==> config.mk <==
export PLATFORM = sky130hd
export DESIGN_NAME = sll_reg
export DESIGN_NICKNAME = d
export VERILOG_FILES = /design/src/rtl/sll_reg.sv
export SDC_FILE = /design/constraint.sdc
export NUM_CORES = 1
export LEC_CHECK = 0
export BUFFER_PORTS_ARGS = -buffer_cell sky130_fd_sc_hd__buf_4
export CAP_MARGIN = 15
export CORE_AREA = 8 8 45 47
export CTS_CLUSTER_DIAMETER = 40
export CTS_CLUSTER_SIZE = 30
export DETAILED_ROUTE_END_ITERATION = 8
export DIE_AREA = 0 0 53 55
export PLACE_DENSITY = 0.71
export SYNTH_ARGS = -nofsm -noshare
export SYNTH_HDL_FRONTEND = slang
export SYNTH_SLANG_ARGS = --single-unit
==> constraint.sdc <==
create_clock -name clk -period 1.5 [get_ports clk]
set_clock_uncertainty 0.15 [all_clocks]
set_input_delay 0 -clock clk [delete_from_list [all_inputs] [get_ports clk]]
set_output_delay 0 -clock clk [all_outputs]
set_load 0.02 [all_outputs]
==> src/rtl/sll_reg.sv <==
// Registered shift-logical-left: out <= d << amt (zero fill, truncated) when en, else hold.
// One-cycle latency, no handshake; async active-low rst clears the result register.
module sll_reg #(
  parameter int n  = 8,
  parameter int aw = $clog2(n)
) (
  input  logic          clk,
  input  logic          rst,
  input  logic          en,
  input  logic [n-1:0]  d,
  input  logic [aw-1:0] amt,
  output logic [n-1:0]  out
);

  logic [n-1:0] shifted;
  logic         amt_in_range;
  logic [n-1:0] out_d;
  logic [n-1:0] out_q;

  // amt can only reach n or beyond when n is not a power of two
  assign amt_in_range = ({1'b0, amt} < (aw + 1)'(n));

  // Log2 barrel shifter: stage k moves the operand by 2^k when amt[k] is set
  always_comb begin
    shifted = d;
    for (int k = 0; k < aw; k++) begin
      if (amt[k]) begin
        shifted = shifted << (1 << k);
      end
    end
  end

  always_comb begin
    out_d = out_q;
    if (en) begin
      out_d = amt_in_range ? shifted : '0;
    end
  end

  always_ff @(posedge clk or negedge rst) begin
    if (!rst) begin
      out_q <= '0;
    end else begin
      out_q <= out_d;
    end
  end

  assign out = out_q;

endmodule

### Yosys cells after proc, flatten, opt, wreduce, memory -nomap -nowiden

Index checks and enable logic that the tools add are counted.

| word-level totals | value |
|---|---|
| input port bits | 14 |
| word-level logic and storage cells | 4 |
| register bits | 8 |
| output and inout bits | 8 |

| operators by class | value |
|---|---|
| muxes and demuxes | 3 |

Operators with widths:

| cell | number |
|---|---|
| 2-to-1 mux 8 bit | 3 |

### Longest topological paths before layout

| logic depth | value |
|---|---|
| depth after elaboration | 3 |
| depth in mapped cells | 4 |
| mapped depth without buffers | 3 |

### Worst setup path before layout

Ideal clock, no wire load.

| path | value |
|---|---|
| path type | input to register |
| start point | input port amt[0] |
| end point | register out_q[4], in the netlist out[4] |
| data required time | 1227 ps |
| data arrival time | 717 ps |
| path buffers | 1 |
| path slack | 510 ps |
| library setup time | 123 ps |
| stages | 4 |
| cells stage by stage | buf_6 -> mux4_2 -> nand2_1 -> a21oi_1 |

| between the ends | value |
|---|---|
| longest elaborated chain between the ends | 3 |

RTL lines:

| element | RTL line | text |
|---|---|---|
| start, declared | 11 | `input logic [aw-1:0] amt,` |
| 2-to-1 mux 8 bit (3 in a row) | 27 | `if (amt[k]) begin` |
| end signal, assigned | 44 | `out_q <= out_d;` |
| end, declared | 18 | `logic [n-1:0] out_q;` |

Every way passes these cells.
A chain may end at the register's enable or synchronous reset.

### Worst setup path after layout

| path | value |
|---|---|
| start point | input port d[0] |
| end point | register out_q[0], in the netlist out[0] |

| between the ends | value |
|---|---|
| longest elaborated chain between the ends | 3 |

RTL lines:

| element | RTL line | text |
|---|---|---|
| start, declared | 10 | `input logic [n-1:0] d,` |
| 2-to-1 mux 8 bit (3 in a row) | 27 |  |

Every way passes these cells.

==> results.md <==
* Adder-Cell Fraction of Synth Area at 0
* Mux cell area share after synthesis at 0.248
* Number of flip-flops in the largest register at 8
* Failing checks: negative hold slack
* Wire per inst at 16.2 um
* Final net count at 97
* Largest family of logic cells by synthesized area: multiplexers
* DRT Pass-1 Iters at 4
* Synth Register Bits at 8
* Gr busiest metal: met2
* # H-tree levels at 1
* Final Critical Period at approximately 1.4 ns
* Commonest non-fill, non-tap cell in the layout: buf_4
* Top delay family on crit path: buffers and inverters
* Clock share of power at 0.286
* Post-Syn Instances at 51
* Largest registers: out: 8 flops
* Slowest-stage cell, CP: dlygate4sd3_1
* Core ar. at ~1400 um2
* Sequential cell area fraction in the yosys report at 0.377
* Vias per cell at approximately 5.2
* Worst Tran Pin Value at approximately 0.4 ns
* Initial antenna violation count at 0
* Root Driver: clkbuf_4
* Pin count of the biggest net entering global routing at 12
* Total clock sinks at 8
* Post-synthesis simple-gate area fraction at 0.123
* Class of the most critical setup path: in -> reg
* Die Width at between 50 and 60 um
* Status: finished with violations
* Hold WS at -0.00284 ns
* GR Util met1 at 0.129
* CTS tree: yes
* Critical path fanouts, max at 4
* Vias in the first global route at around 550
* Internal power at ~0.43 mW
* Worst skew pair latency at around 0.25 ns
* Mean Syn Cell Area at around 10 um2
* Max-capacitance violation count at 0
* Startpoint Class: input pin
* VDD IR max at ~0.00047 V
* P_leak at about 0.37 nW
* Chip Height at 55 um
* Vias post-DR at about 510
* DP HPWL at about 1100 um
* Hold Path Stages at 3
* Most frequent cells in the layout: buf_4, dlygate4sd3_1, dfrtp_1
* CP Buf/Inv Count at 3
* Row Count at 14
* Global-route wire length before repair at roughly 2500 um
* Sw Pwr at ~0.20 mW
* Grt met2 use at 0.189
* Syn nets at 65
* Total CTS buffers at 3
* Syn Std Cell Area at 531 um2
* Total track usage at 0.118
* N_diodes at 0
* RSZ-0062 raised after global routing: no
* Syn-to-layout area delta at 48.6%
* Required @ worst endpoint at around 1.5 ns
* Post-CTS sizing at 0
* Max-slew violation count at 0
* CP Cell Sequence: dlygate4sd3_1 > buf_4 > nand2_1 > dlygate4sd3_1 > o2bb2ai_1
* Sw frac at 0.314
* Final Hold Fails at 1
* Warnings, synthesis at 0
* Sequential fraction of design power at 0.393
* Worst-path clk slew at 0.07 ns
* XOR/XNOR share of the synthesized area at 0
* Largest Register: out
* Slew HR at 0.731
* CP max stage delay at ~0.55 ns
* Post-route DRC at 0
* Power per cell area at ~800 nW/um2
* RD Place Congestion at 0.736
* Setup violations, final at 0
* Port Buf Inserts at 21
* Worst r2r path cells at 2
* DRT Wirelength at 1570 um
* Critical path's most frequent cell: dlygate4sd3_1
* Total power at around 0.63 mW
* Hold Crit Class: in -> reg
* Layout cells sized above 1 at 0.395
* Crit path depth at 5
* Compound-Gate Fraction of Synth Area at 0.189
* Tcrit/Tclk final at 0.901
* Setup TNS at 0 ns
* ANT nets after route at 0
* Initial core utilization at 0.383
* DRT iter0 DRCs at 9
* IO Count at 22
* Yosys cell types at 19
* CP endpoint kind: register
* Overflow after GRT at 0
* Die area at just under 3000 um2
* Fmax at between 0.7 and 0.8 GHz
* Arrival time worst endpoint at ~1.3 ns
* Combinational share of power at 0.322
* Clock Tree Buf Depth at 2
* Routing usage on met3 at 0.0455
==> cell families after synthesis <==
logic type	Yosys count
AOI/OAI and AO/OA	14
buffers and inverters	5
DFF	8
muxes	10
and+or+nand+nor	14
==> power by group through the flow <==
stage	Combinational, mW	Clock, mW	Sequential, mW
after floorplan	0.0797	0	0.278
after global placement	0.185	0	0.252
after detailed placement	0.188	0	0.252
after CTS	0.204	0.184	0.249
after global routing	0.221	0.204	0.251
final	0.204	0.181	0.249
==> layer usage <==
layer / wire (um) / share of wire / vias up
met2: 782 / 0.50 / 21
li1: - / - / 252
met1: 647 / 0.41 / 230
met4: 35 / 0.022 / 0
met3: 101 / 0.064 / 4
met5: 0 / 0 / -
==> repair_timing <==
action / CTS / global route
hold buffers: 8 / 0
setup endpoints to repair: 0 / 0
buffers inserted: 0 / 0
hold endpoints to repair: 15 / 0
==> final timing paths <==
| path | startpoint | to | slack, ns |
|---|---|---|---|
| min in group asynchronous | rst | out[4] | 0.58 |
| hold reg to reg | out[3] | out[3] | 0.34 |
| setup / recovery | d[0] | out[0] | 0.15 |
| max in group asynchronous | rst | out[3] | 0.32 |
| hold / removal | d[1] | out[1] | -0.003 |
| setup reg to reg | out[6] | out[6] | 0.71 |
==> stage by stage <==
stage               cells   util  hold WS, ns  cell area [um2]  setup WS (ns)
finish                 97  0.570     -0.00284              788          0.149
global route           97  0.570       0.0277              788          0.137
CTS                    97  0.570      0.00267              788          0.159
detailed placement     86  0.495       -0.320              686          0.405
global placement       86  0.495       -0.328              686          0.418
floorplan              51      -       -0.446              531          0.510
==> cells in the mapped netlist, drive strengths merged <==
| master | count | share of area |
|---|---|---|
| and2b | 1 | 0.014 |
| o31a | 1 | 0.017 |
| or2b | 1 | 0.014 |
| a31oi | 1 | 0.012 |
| buf | 2 | 0.042 |
| o32ai | 1 | 0.017 |
| o2bb2ai | 3 | 0.050 |
| nand2 | 7 | 0.050 |
| a21oi | 2 | 0.019 |
| dfrtp | 8 | 0.38 |
| o22ai | 4 | 0.047 |
| inv | 3 | 0.021 |
| mux2 | 5 | 0.11 |
| nor2 | 3 | 0.021 |
| or2 | 1 | 0.012 |
| o31ai | 2 | 0.028 |
| nand2b | 1 | 0.012 |
| mux2i | 3 | 0.057 |
| mux4 | 2 | 0.085 |
==> worst reg2reg max path: stages (launching register included) <==
cell	delay (ns)
dfrtp_1	0.39
nand2_1	0.07
o31ai_1	0.06
==> layout make-up <==
class	instances	area, um2
Inverter	3	11.3
Multi-Input combinational cell	38	297
Sequential cell	8	200
Fill cell	130	596
Tap cell	16	20.0
Timing Repair Buffer	29	238
Clock buffer	3	22.5
No activity file was read; power rests on OpenSTA's default activity.
